--- config.mk ---
export PLATFORM = sky130hd
export DESIGN_NAME = partition_write_scheduler
export DESIGN_NICKNAME = d
export VERILOG_FILES = /design/src/rtl/partition_write_scheduler.sv
export SDC_FILE = /design/constraint.sdc
export NUM_CORES = 1
export LEC_CHECK = 0
export ABC_AREA = 1
export BUFFER_PORTS_ARGS = -buffer_cell sky130_fd_sc_hd__buf_2
export CAP_MARGIN = 5
export CORE_AREA = 10 10 277 279
export DETAILED_ROUTE_END_ITERATION = 12
export DIE_AREA = 0 0 287 289
export PLACE_DENSITY_LB_ADDON = 0.25
export SETUP_SLACK_MARGIN = 0.4
export SLEW_MARGIN = 20
export SYNTH_ARGS = -nofsm -noshare
export SYNTH_HDL_FRONTEND = slang
export SYNTH_SLANG_ARGS = --single-unit
--- constraint.sdc ---
create_clock -name clock -period 6 [get_ports clock]
set_input_delay 1.5 -clock clock [delete_from_list [all_inputs] [get_ports clock]]
set_output_delay 1.5 -clock clock [all_outputs]
set_load 0.02 [all_outputs]
--- src/rtl/partition_write_scheduler.sv ---
// Round-robin arbiter sharing one partition write port among NUM_PART requesters, with Avalon-MM mask/quota config.
// Capture-to-wr_valid latency 1 cycle; output register stalls on wr_ready=0. Optional PWS_STATS_EN adds per-partition beat counters.
module partition_write_scheduler #(
  parameter int NUM_PART = 5,
  parameter int ADDR_W   = 32,
  parameter int DATA_W   = 64,
  parameter int QUOTA_W  = 4
) (
  input  logic                       clock,
  input  logic                       reset,
  input  logic [NUM_PART-1:0]        req_valid,
  output logic [NUM_PART-1:0]        req_ready,
  input  logic [NUM_PART*ADDR_W-1:0] req_addr,
  input  logic [NUM_PART*DATA_W-1:0] req_data,
  output logic                       wr_valid,
  input  logic                       wr_ready,
  output logic [ADDR_W-1:0]          wr_addr,
  output logic [DATA_W-1:0]          wr_data,
  output logic [2:0]                 wr_part,
  output logic [NUM_PART-1:0]        part_write_enables,
  input  logic [2:0]                 avs_address,
  input  logic                       avs_read,
  output logic [63:0]                avs_readdata,
  input  logic                       avs_write,
  input  logic [63:0]                avs_writedata,
  output logic                       avs_waitrequest
);

  typedef enum logic {IDLE = 1'b0, OWN = 1'b1} state_t;

  localparam logic [2:0] LAST_PART = 3'(NUM_PART - 1);

  state_t               state, state_nxt;
  logic [NUM_PART-1:0]  mask;
  logic [NUM_PART-1:0]  elig;
  logic [QUOTA_W-1:0]   quota;
  logic [QUOTA_W-1:0]   beats_left, beats_left_nxt;
  logic [2:0]           owner;
  logic [2:0]           rr_ptr;
  logic [2:0]           pick_idx;
  logic                 pick_vld;
  logic [2:0]           cap_idx;
  logic                 cap_en;
  logic                 cap_ok;
  logic                 hs;
  logic                 clr;
  logic [31:0]          grant_count;
  logic [63:0]          stats_word;

  assign elig               = req_valid & mask;
  assign hs                 = wr_valid & wr_ready;
  assign cap_ok             = !wr_valid || wr_ready;
  assign clr                = avs_write && (avs_address == 3'd3);
  assign part_write_enables = mask;
  assign avs_waitrequest    = 1'b0;

  // Strobe and upper write-data bits carry no information for this register map.
  logic unused_ok;
  assign unused_ok = &{1'b0, avs_read, avs_writedata};

  // First eligible requester strictly after the last grant, wrapping.
  always_comb begin
    pick_vld = 1'b0;
    pick_idx = '0;
    for (int k = 1; k <= NUM_PART; k++) begin
      if (!pick_vld && elig[3'((int'(rr_ptr) + k) % NUM_PART)]) begin
        pick_vld = 1'b1;
        pick_idx = 3'((int'(rr_ptr) + k) % NUM_PART);
      end
    end
  end

  always_ff @(posedge clock or posedge reset) begin
    if (reset) begin
      state      <= IDLE;
      beats_left <= '0;
    end else begin
      state      <= state_nxt;
      beats_left <= beats_left_nxt;
    end
  end

  always_comb begin
    state_nxt      = state;
    beats_left_nxt = beats_left;
    cap_en         = 1'b0;
    cap_idx        = owner;
    case (state)
      IDLE: begin
        if (pick_vld && cap_ok) begin
          cap_en         = 1'b1;
          cap_idx        = pick_idx;
          // A zero quota still grants one beat.
          beats_left_nxt = (quota == '0) ? '0 : quota - 1'b1;
          if (quota > QUOTA_W'(1)) begin
            state_nxt = OWN;
          end
        end
      end
      OWN: begin
        if (cap_ok) begin
          if (elig[owner]) begin
            cap_en         = 1'b1;
            beats_left_nxt = beats_left - 1'b1;
            if (beats_left == QUOTA_W'(1)) begin
              state_nxt = IDLE;
            end
          end else begin
            // Owner dropped valid or lost its enable: give the port back now.
            state_nxt      = IDLE;
            beats_left_nxt = '0;
          end
        end
      end
      default: begin
        state_nxt      = IDLE;
        beats_left_nxt = '0;
      end
    endcase
  end

  always_comb begin
    req_ready = '0;
    if (cap_en) begin
      req_ready = NUM_PART'(1) << cap_idx;
    end
  end

  always_ff @(posedge clock or posedge reset) begin
    if (reset) begin
      owner  <= '0;
      rr_ptr <= LAST_PART;
    end else if (cap_en && state == IDLE) begin
      owner  <= cap_idx;
      rr_ptr <= cap_idx;
    end
  end

  always_ff @(posedge clock or posedge reset) begin
    if (reset) begin
      wr_valid <= 1'b0;
      wr_addr  <= '0;
      wr_data  <= '0;
      wr_part  <= '0;
    end else if (cap_en) begin
      wr_valid <= 1'b1;
      wr_addr  <= req_addr[int'(cap_idx)*ADDR_W +: ADDR_W];
      wr_data  <= req_data[int'(cap_idx)*DATA_W +: DATA_W];
      wr_part  <= cap_idx;
    end else if (hs) begin
      wr_valid <= 1'b0;
      wr_addr  <= '0;
      wr_data  <= '0;
      wr_part  <= '0;
    end
  end

  always_ff @(posedge clock or posedge reset) begin
    if (reset) begin
      mask  <= '0;
      quota <= QUOTA_W'(1);
    end else if (avs_write) begin
      if (avs_address == 3'd0) begin
        mask <= avs_writedata[NUM_PART-1:0];
      end
      if (avs_address == 3'd1) begin
        quota <= avs_writedata[QUOTA_W-1:0];
      end
    end
  end

  always_ff @(posedge clock or posedge reset) begin
    if (reset) begin
      grant_count <= '0;
    end else if (clr) begin
      grant_count <= '0;
    end else if (hs) begin
      grant_count <= grant_count + 32'd1;
    end
  end

`ifdef PWS_STATS_EN
  logic [11:0]            stat_cnt [NUM_PART];
  logic [NUM_PART*12-1:0] stat_flat;

  always_ff @(posedge clock or posedge reset) begin
    if (reset) begin
      for (int i = 0; i < NUM_PART; i++) begin
        stat_cnt[i] <= '0;
      end
    end else begin
      for (int i = 0; i < NUM_PART; i++) begin
        if (clr) begin
          stat_cnt[i] <= '0;
        end else if (hs && wr_part == 3'(i) && stat_cnt[i] != 12'hFFF) begin
          stat_cnt[i] <= stat_cnt[i] + 12'd1;
        end
      end
    end
  end

  always_comb begin
    stat_flat = '0;
    for (int i = 0; i < NUM_PART; i++) begin
      stat_flat[i*12 +: 12] = stat_cnt[i];
    end
  end

  // Only the counters that fit in the 64-bit read word are visible.
  assign stats_word = 64'(stat_flat);
`else
  assign stats_word = '0;
`endif

  always_comb begin
    avs_readdata = '0;
    case (avs_address)
      3'd0:    avs_readdata = 64'(mask);
      3'd1:    avs_readdata = 64'(quota);
      3'd2:    avs_readdata = {grant_count, 23'd0, wr_valid, (state == OWN), 4'd0, owner};
      3'd4:    avs_readdata = stats_word;
      default: avs_readdata = '0;
    endcase
  end

endmodule

==> results by group, run 1 <==
Die
  – Core area: roughly 71000 um2
  – Die area: between 80000 and 90000 um2
  – Starting Density: a little under a fifth
  – Die height: 289 um
  – Die Width: between 200 and 300 um
  – I/O Pins: 732
  – # rows: 98

Yosys
  – Synthesized area: 13630 um2
  – Synth warn: 0
  – Syn Area/Cell: 5.838 um2
  – Ys async rst share: 100.0%
  – Synth Flop Type: dfrtp_1
  – Sequential element share of the synthesized area: 27.57%
  – Netlist cell types: 46
  – EDFF count, synth: 0
  – Gate Count Post-Synth: approximately 2300
  – Synthesized flop and latch total: 150

Timing
  – Final Max Slew Viols: 0
  – Fin crit share: just under 100%
  – Final Hold Viols: 0
  – Fmax: between 150 and 200 MHz
  – Endpoints failing setup: 0
  – RSZ-0062 raised after global routing: yes
  – Worst-margin pin slew: 789.5 ps
  – Relative slew slack: between 40% and 50%
  – Setup TNS: 0 ps
  – Final Skew: just under 20 ps
  – Final worst path period need: about 5800 ps
  – Setup ws final: around 200 ps

Placed design
  – Placed insts: between 3000 and 4000
  – Gpl congestion: around 0.88
  – PortBufs: roughly 650
  – HPWL after detailed placement: approximately 60 mm
  – Pre-CTS WS: between 200 and 250 ps

Detailed routing
  – DR iter-0 viols: just under 900
  – Wirelength, routed: 77.14 mm
  – DRT antenna net count: 0
  – Vias: between 15000 and 20000
  – Routed vias/inst: between 4 and 5
  – DRC violation count after routing: 0
  – Routed length per instance: 19.51 um
  – Drt first pass iters: 5

Critical path
  – Worst path arrival time: about 4300 ps
  – CP max stage cell: dfstp_2
  – Max incr delay on CP: 580 ps
  – Critical path class: flop to output pin
  – Buf/Inv on CP: 3
  – CP Capture Type: output pin
  – CP startpoint kind: flop
  – Maximum fanout along the worst path: 6
  – Required @ worst endpoint: roughly 4500 ps
  – Crit path max-delay family: simple AND/OR/NAND/NOR gates

Clocking
  – Clk_lat worst skew: between 400 and 500 ps
  – Clock buffer depth: 2
  – Hold-fix buffers, CTS: 0
  – CTS tree: built
  – Clk slew on worst S/H paths: around 80 ps
  – CTS Root Cell: clkbuf_16
  – Clock Sinks: 150
  – H-tree depth: 4
  – Num CTS Buffers: 17

Global routing
  – GRT Util Overall: 17.99%
  – First-pass GRT wire length: between 100 and 150 mm
  – Initial antenna violation count: 23
  – GR Overflow Total: 0
  – Number of global-route vias before repair: between 15000 and 20000
  – Largest net degree at the start of global routing: ~150

Layout
  – Commonest non-fill, non-tap cell in the layout: nand2_1
  – # nets final: between 3000 and 4000
  – Most frequent cells in the layout: nand2_1 (787), buf_2 (641), inv_1 (481)
  – Share of layout cells above drive strength 1: between 20% and 30%
  – Synthesis-to-layout area growth: 41.83%
  – Finished Layout Cells: between 3000 and 4000

Flow run
  – Maxcap violations: 0

Worst hold path
  – HP Class: flop to flop

Outcome
  – Outcome: complete, no violations
[metal layers]
| layer | vias to the layer above | track usage [%] | share of wire, % |
|---|---|---|---|
| met2 | 559 | 29.54 | 47 |
| met5 | - | 0 | 0.18 |
| met1 | 7408 | 21.44 | 41 |
| li1 | 8321 | - | - |
| met4 | 20 | 5.590 | 2.7 |
| met3 | 85 | 6.918 | 9.6 |
[per-stage QoR]
stage | util (%) | cell area (um2) | hold WS [ps]
floorplan | - | 13750 | 455.2
global placement | 25.08 | 17830 | 468.6
detailed placement | 25.08 | 17830 | 485.9
CTS | 26.82 | 19080 | 505.9
global route | 27.16 | 19320 | 526.1
finish | 27.17 | 19320 | 504.5
[worst reg2reg max path: cells and delay by family (launching register included)]
kind	cells	cell delay [ps]
fa+ha+maj	2	380
simple gates	23	2410
xor+xnor	1	170
flops	1	580
buf+inv	4	1420
compound gates	1	220
[Yosys cell counts (2+ instances only)]
| cell | count | area (um2) |
|---|---|---|
| nand3_2 | 5 | 50.05 |
| clkbuf_1 | 30 | 112.6 |
| buf_6 | 4 | 45.04 |
| a31oi_1 | 4 | 25.02 |
| a221oi_1 | 5 | 43.79 |
| dfrtp_1 | 148 | 3704 |
| nand4_1 | 9 | 56.30 |
| buf_2 | 44 | 220.2 |
| nor2_4 | 4 | 45.04 |
| o21bai_1 | 19 | 142.6 |
| ha_1 | 29 | 362.9 |
| inv_2 | 8 | 30.03 |
| nand2_2 | 11 | 68.82 |
| o211ai_1 | 4 | 30.03 |
| or2_2 | 2 | 12.51 |
| nand2_4 | 3 | 33.78 |
| dfstp_2 | 2 | 52.55 |
| nor2_1 | 137 | 514.2 |
| nor2_2 | 3 | 18.77 |
| nor4_1 | 6 | 37.54 |
| a21oi_1 | 29 | 145.1 |
| nand3_1 | 213 | 1066 |
| nand3b_1 | 75 | 563.0 |
| a21oi_2 | 2 | 17.52 |
| o21ai_0 | 79 | 395.4 |
| nor3_1 | 25 | 125.1 |
| xor2_1 | 5 | 43.79 |
| inv_1 | 487 | 1828 |
| o21ai_1 | 60 | 300.3 |
| nand2_1 | 822 | 3085 |
| buf_4 | 45 | 337.8 |
[state kept, by name (all words and copies together), names as in the netlist]
name / count
beats_left: 4
grant_count: 32
owner: 3
part_write_enables: 5
quota: 4
rr_ptr: 1
state: 1
wr_addr: 32
wr_data: 64
wr_part: 3
wr_valid: 1
[kinds of logic after synthesis]
family                   count (synthesis)  share of synthesized area (%)
buffers and inverters                  622                          19.03
AND/OR/NAND/NOR                       1317                          41.76
flip-flops                             150                          27.57
adder cells (fa/ha/maj)                 29                          2.663
AO/OA/AOI/OAI                          210                          8.632
XOR/XNOR                                 5                         0.3214
other                                    1                        0.02752
[path summary, 6_finish.rpt]
kind / startpoint / to / slack [ps] / cells past startpoint
max: rr_ptr[2]$_DFFE_PP1P_ / req_ready[1] / 200 / 28
min: wr_part[2]$_DFFE_PP0P_ / wr_part[2]$_DFFE_PP0P_ / 500 / 2
max reg2reg: rr_ptr[2]$_DFFE_PP1P_ / wr_data[25]$_DFFE_PP0P_ / 730 / 31
min reg2reg: wr_part[2]$_DFFE_PP0P_ / wr_part[2]$_DFFE_PP0P_ / 500 / 2
max in group asynchronous: reset / rr_ptr[2]$_DFFE_PP1P_ / 3820 / 3
min in group asynchronous: reset / wr_data[13]$_DFFE_PP0P_ / 1110 / 2
[cell type report]
type,count,area [um2]
antenna,5,12.51
clock buffer,17,425.4
clock inverter,15,203.9
fill,8277,51790
inverter,497,1889
multi-input combinational,1587,7866
sequential,150,3756
tap,950,1189
timing repair buffer,732,3983
[what timing repair did]
action                                  4_1_cts  5_1_grt
setup buffers                                40        6
endpoints found under the setup margin        5        8
pin swaps                                    45       33
resized for setup                            84       43
Power of run 1 is left out: the tool's default activity adds up to more than one toggle a clock period on the data nets, which glitch-free logic cannot reach.
==> run 2: changes to the inputs <==
Settings changed: PLACE_DENSITY_LB_ADDON 0.25 to unset.
==> run 2 against run 1 <==
  * Register-to-register slack is essentially flat
  * Critical path depth is 3 lower
  * Global-route usage about the same
  * Sequential share of layout area is essentially flat
  * Clock skew decreased by 7.6 ps
  * Non-clock buffer count decreased by 1
==> results by group, run 2 (synthesized netlist as in run 1, its figures left out) <==
Critical path
  – Critical path class: flop to output pin
  – Required @ worst endpoint: 4500 ps (about the same)
  – CP startpoint kind: flop
  – CP Capture Type: output pin
  – Worst path arrival time: 4300 ps (about the same)
  – Maximum fanout along the worst path: 6 (unchanged)

Global routing
  – Largest net degree at the start of global routing: 147 (unchanged)
  – First-pass GRT wire length: 109.0 mm (-0.91%)
  – GRT Util Overall: 18.04% (+0.041 points)
  – Number of global-route vias before repair: 16320 (-0.84%)
  – GR Overflow Total: 0 (unchanged)
  – Initial antenna violation count: 20 (-13%)

Detailed routing
  – DRT antenna net count: 0 (unchanged)
  – Routed length per instance: 19.76 um (+1.3%)
  – Vias: 16690 (+1.8%)
  – Drt first pass iters: 5 (unchanged)
  – Routed vias/inst: 4.221 (+1.8%)
  – DR iter-0 viols: 953 (+8.0%)
  – DRC violation count after routing: 0 (unchanged)
  – Wirelength, routed: 78.14 mm (+1.3%)

Clocking
  – Clock Sinks: 150 (unchanged)
  – Clk_lat worst skew: 490 ps (about the same)
  – Num CTS Buffers: 17 (unchanged)
  – Clock buffer depth: 2 (unchanged)
  – H-tree depth: 4 (unchanged)
  – CTS Root Cell: clkbuf_16
  – CTS tree: built
  – Clk slew on worst S/H paths: 80 ps (about the same)

Timing
  – RSZ-0062 raised after global routing: yes
  – Final worst path period need: 5800 ps (+1.282 ps)
  – Relative slew slack: 33.70% (-14 points)
  – Worst-margin pin slew: 994.6 ps (+205.1 ps)
  – Endpoints failing setup: 0 (unchanged)
  – Fin crit share: 96.67% (about the same)
  – Final Max Slew Viols: 0 (unchanged)
  – Fmax: 172.4 MHz (about the same)
  – Final Skew: 12.15 ps (-7.567 ps)
  – Final Hold Viols: 0 (unchanged)
  – Setup ws final: 199.6 ps (-1.282 ps)
  – Setup TNS: 0 ps (unchanged)
  – Hold Slack: 498.8 ps (-5.654 ps)

Layout
  – Largest register by flop count: wr_data
  – Synthesis-to-layout area growth: 41.96% (about the same)
  – Commonest non-fill, non-tap cell in the layout: nand2_1
  – Largest regs: wr_data: 64 flops, grant_count: 32 flops, wr_addr: 32 flops
  – Share of layout cells above drive strength 1: 30.02% (+0.33 points)
  – Most frequent cells in the layout: nand2_1 (785), buf_2 (641), inv_1 (480)
  – # nets final: 3571 (unchanged)
  – Max reg flops: 64 (unchanged)
  – Utilization after layout: 27.20% (about the same)

Placed design
  – Pre-CTS WS: 84.91 ps (-144.7 ps)
  – PortBufs: 645 (unchanged)
  – Gpl congestion: 0.9053 (+3.1%)
  – HPWL after detailed placement: 61.63 mm (+1.7%)

Worst hold path
  – HP Class: flop to flop

Flow run
  – Maxcap violations: 0 (unchanged)

Die
  – Die Width: 287 um (unchanged)
  – Core area: 71120 um2 (unchanged)
  – Die area: 82940 um2 (unchanged)
  – I/O Pins: 732 (unchanged)
  – Starting Density: 19.16% (unchanged)
  – # rows: 98 (unchanged)
  – Die height: 289 um (unchanged)

Outcome
  – Outcome: complete, no violations
## run 2: through the flow
step | cells | instance area (um2)
after floorplan | 2359 | 13750
after global placement | 3865 | 17800
after detailed placement | 3865 | 17800
after CTS | 3936 | 19090
after global routing | 3948 | 19330
final | 3954 | 19340
## run 2: final cells by class
cell class	instances	area, um2
fill	8055	51780
clock inverter	14	180.2
sequential	150	3756
inverter	497	1884
multi-input combinational	1588	7904
timing repair buffer	731	3975
clock buffer	18	439.2
antenna	6	15.01
tap	950	1189
## run 2: critical path: stages, from the launching register on
cell	delay [ps]
dfrtp_1	400
buf_6	150
buf_4	160
ha_1	170
nand2_1	100
nand2_2	90
xor2_2	200
inv_1	90
ha_2	180
inv_1	40
o211ai_1	240
nand2_2	140
a21oi_4	180
o21ai_1	100
o21ai_2	200
a21oi_2	70
buf_4	170
nand3_4	90
buf_4	120
nand2_2	70
nand2_1	140
inv_1	80
a21oi_4	190
nand2_2	110
nor2_4	160
buf_6	160
## run 2: repair_timing
item,CTS,global route
setup endpoints to repair,6,6
hold endpoints to repair,0,0
pin swaps,40,26
cloned,1,0
hold buffers,0,0
gates resized for setup,98,38
buffers inserted,38,12
## run 2: metal layers
| metal | wire [um] | vias up | GRT usage, % |
|---|---|---|---|
| met3 | 6848 | 101 | 5.884 |
| met4 | 2438 | 12 | 5.812 |
| li1 | - | 8323 | - |
| met2 | 36530 | 712 | 30.26 |
| met5 | 77 | - | 0 |
| met1 | 32240 | 7543 | 21.52 |
## run 2: worst paths after layout
check | start | endpoint | slack (ps) | cells after the start
worst max-delay path | owner[1]$_DFFE_PP0P_ | req_ready[0] | 200 | 25
worst min-delay path | grant_count[13]$_DFFE_PP0P_ | grant_count[13]$_DFFE_PP0P_ | 500 | 1
worst max register to register | rr_ptr[2]$_DFFE_PP1P_ | wr_data[45]$_DFFE_PP0P_ | 720 | 31
worst min register to register | grant_count[13]$_DFFE_PP0P_ | grant_count[13]$_DFFE_PP0P_ | 500 | 1
max in group asynchronous | reset | beats_left[3]$_DFFE_PP0P_ | 3650 | 3
min in group asynchronous | reset | wr_data[11]$_DFFE_PP0P_ | 1120 | 2
Power of run 2 is left out for the same reason.
==> run 3: changes to the inputs <==
Settings changed: ABC_AREA 1 to unset, CORE_AREA 10 10 277 279 to 10 10 273 275, DIE_AREA 0 0 287 289 to 0 0 283 285.
==> run 3 against run 2 <==
  * Wire length down 11%
  * Clock skew increased by 3.7 ps
  * Flip-flop and latch count stayed put
  * Design area fell by 7.4%
  * First-iteration DRC count shrank 1.5%
  * The flow now finishes with violations (negative setup slack)
  * Largest cell class unchanged
  * Worst hold slack lost 18 ps
  * Non-clock buffer count rose by 34
==> results by group, run 3 <==
Outcome
  – Outcome: finished with violations
  – Failing checks: negative setup slack

Global routing
  – Number of global-route vias before repair: 13370 (-18%)
  – GR Overflow Total: 0 (unchanged)
  – Largest net degree at the start of global routing: 92 (-37%)
  – First-pass GRT wire length: 97.18 mm (-11%)
  – Initial antenna violation count: 23 (+15%)
  – GRT Util Overall: 16.47% (-1.6 points)

Layout
  – Reg area: 3759 um2 (about the same)
  – Synthesis-to-layout area growth: 53.56%
  – Post-route cell area: 17900 um2 (-7.4%)
  – Most frequent cells in the layout: buf_2 (640), mux2i_1 (204), dfrtp_1 (146)
  – Share of layout cells above drive strength 1: 50.90% (+21 points)
  – Largest register by flop count: wr_data
  – Commonest non-fill, non-tap cell in the layout: buf_2
  – Fillers: 7536 (-6.4%)
  – Multi-input logic area: 7865 um2 (-0.49%)
  – Largest regs: wr_data: 64 flops, grant_count: 32 flops, wr_addr: 32 flops
  – Utilization after layout: 25.84% (-1.4 points)
  – Max reg flops: 64 (unchanged)
  – # nets final: 2461 (-31%)

Die
  – Die Width: 283 um (-1.4%)
  – Core area: 69300 um2 (-2.6%)
  – # rows: 97 (-1.0%)
  – Die area: 80660 um2 (-2.8%)
  – Die height: 285 um (-1.4%)
  – Starting Density: 16.83% (-2.3 points)
  – I/O Pins: 732 (unchanged)

Yosys
  – Gate Count Post-Synth: 1179 (-49%)
  – Syn Area/Cell: 9.890 um2 (+69%)
  – Synthesized flop and latch total: 150 (unchanged)
  – Count leader, synth: mux2i_1
  – Yosys top cell by area: dfrtp_1
  – Yosys top cell area share: 31.76% (+4.6 points)
  – Synth Flop Type: dfrtp_1
  – Ys async rst share: 100.0% (unchanged)
  – Commonest cells post-synth: mux2i_1 (207), dfrtp_1 (148), a22oi_1 (78)
  – Synthesized area: 11660 um2 (-14%)
  – Sequential element share of the synthesized area: 32.21% (+4.6 points)
  – Top post-synthesis cells by area: dfrtp_1 (32%), mux2i_1 (18%), o221ai_1 (5.8%), a22oi_1 (5.0%), ha_1 (3.1%)
  – EDFF count, synth: 0 (unchanged)
  – Netlist cell types: 88 (+91%)
  – Synth warn: 0 (unchanged)

Worst hold path
  – Hold_sp: wr_part[2]$_DFFE_PP0P_
  – Worst hold stages: 1 (unchanged)
  – HP Class: flop to flop
  – Hold path endpoint: wr_part[2]$_DFFE_PP0P_

Clocking
  – Clk_lat worst skew: 480 ps (about the same)
  – CTS Root Cell: clkbuf_16
  – CTS tree: built
  – H-tree depth: 4 (unchanged)
  – Clock Sinks: 150 (unchanged)
  – Num CTS Buffers: 17 (unchanged)
  – Clock buffer depth: 2 (unchanged)
  – Clk slew on worst S/H paths: 70 ps (about the same)
  – Hold-fix buffers, CTS: 0 (unchanged)

Detailed routing
  – Routed length per instance: 24.55 um (+24%)
  – DR iter-0 viols: 939 (-1.5%)
  – Wirelength, routed: 69.67 mm (-11%)
  – Drt first pass iters: 5 (unchanged)
  – Vias: 12770 (-24%)
  – DRC violation count after routing: 0 (unchanged)
  – DRT antenna net count: 0 (unchanged)
  – Routed vias/inst: 4.499 (+6.6%)

Critical path
  – CP startpoint kind: flop
  – Critical path class: flop to output pin
  – Reg2reg path depth: 29 (-6.5%)
  – Worst path arrival time: 4570 ps (+270 ps)
  – CP Capture Type: output pin
  – Required @ worst endpoint: 4500 ps (about the same)
  – Maximum fanout along the worst path: 4 (-2)
  – Setup slack, reg-to-reg: 480 ps (-240 ps)
  – RR Startpoint: rr_ptr[2]$_DFFE_PP1P_
  – RR Endpoint: wr_data[22]$_DFFE_PP0P_

Timing
  – RSZ-0062 raised after global routing: yes
  – Setup TNS: -239.5 ps (-239.5 ps)
  – Fin crit share: 101.2% (+4.6 points)
  – Setup ws final: -74.83 ps (-274.4 ps)
  – Fmax: 164.6 MHz (-4.5%)
  – Final worst path period need: 6075 ps (+274.4 ps)
  – Final Skew: 15.85 ps (+3.707 ps)
  – Relative slew slack: 28.95% (-4.7 points)
  – Final Hold Viols: 0 (unchanged)
  – Endpoints failing setup: 5 (+5)
  – Final Max Slew Viols: 0 (unchanged)
  – Worst-margin pin slew: 1051 ps (+56.43 ps)

Placed design
  – Pre-CTS WS: -65.46 ps (-150.4 ps)
  – Gpl congestion: 0.9320 (+2.9%)
  – PortBufs: 645 (unchanged)
  – HPWL after detailed placement: 57.62 mm (-6.5%)
  – Placed Area: 16540 um2 (-7.1%)

Flow run
  – Maxcap violations: 0 (unchanged)
-- run 3: changes by cell type in the layout (fill, tap and decap cells not counted), moves of 73 or more --
cell      before  now
nand2_1      785   46
o221ai_1       0   77
nand3_1      197   16
inv_1        480   17
mux2i_1        0  204
a22oi_1        0   78
nand3b_1      75    2
-- run 3: metrics by stage --
step | std cells | hold WS, ps
6_report | 2838 | 481.2
5_1_grt | 2830 | 498.8
4_1_cts | 2820 | 481.0
3_5_place_dp | 2756 | 462.9
3_3_place_gp | 2756 | 459.3
2_1_floorplan | 1204 | 484.5
-- run 3: layer usage --
metal  global-route usage (%)  up-vias  part of all wire [%]
li1                         -     5922                     -
met3                    5.615       48                   9.4
met4                    3.623       12                   1.4
met5                        0        -                  0.12
met1                    21.02     6190                    43
met2                    26.48      595                    47
-- run 3: final cells by class --
class,count,share of cell area [%]
inverter,30,0.7338
sequential,150,20.99
clock inverter,14,1.041
multi-input combinational,911,43.93
antenna,10,0.1398
clock buffer,18,2.453
timing repair buffer,765,24.14
tap,940,6.569
-- run 3: logic make-up (layout without fill, tap and decap cells) --
| logic type | count (synthesis) | in the layout | share of synthesized area [%] |
|---|---|---|---|
| compound gates | 330 | 330 | 24.13 |
| simple gates | 273 | 273 | 12.38 |
| mux | 219 | 219 | 19.22 |
| flops | 150 | 150 | 32.21 |
| buf+inv | 143 | 827 | 6.288 |
| xor+xnor | 34 | 34 | 2.618 |
| fa+ha+maj | 29 | 29 | 3.112 |
| other cells | 1 | 36 | 0.03216 |
-- run 3: how the worst max path moves through the flow --
stage / cells after the start / from / end
6_report: 25 / rr_ptr[2]$_DFFE_PP1P_ / req_ready[0]
5_1_grt: 18 / owner[1]$_DFFE_PP0P_ / req_ready[0]
4_1_cts: 21 / owner[1]$_DFFE_PP0P_ / req_ready[0]
3_5_place_dp: 18 / rr_ptr[2]$_DFFE_PP1P_ / wr_addr[19]$_DFFE_PP0P_
3_3_place_gp: 18 / rr_ptr[2]$_DFFE_PP1P_ / wr_addr[29]$_DFFE_PP0P_
2_1_floorplan: 24 / owner[1]$_DFFE_PP0P_ / req_ready[0]
-- run 3: what timing repair did --
| item | 4_1_cts | 5_1_grt |
|---|---|---|
| resized for setup | 64 | 25 |
| pin swaps | 41 | 26 |
| buffers inserted | 32 | 8 |
| setup endpoints to repair | 58 | 52 |
-- run 3: worst max-delay path: stages (launching register included) --
cell and delay, ps:
dfstp_2 600, buf_12 140, xnor2_4 120, inv_4 60, ha_4 160, or3b_4 400, o22ai_4 140, buf_6 120
buf_4 90, buf_4 90, buf_4 90, buf_4 100, buf_6 80, buf_4 90, buf_4 90, buf_4 90
a211oi_2 40, a311oi_2 230, buf_4 170, o32a_4 220, a21oi_4 70, a221oi_4 290, o21a_1 230, o211ai_4 140
nor2_4 130, buf_6 120
Power of run 3 is left out for the same reason.
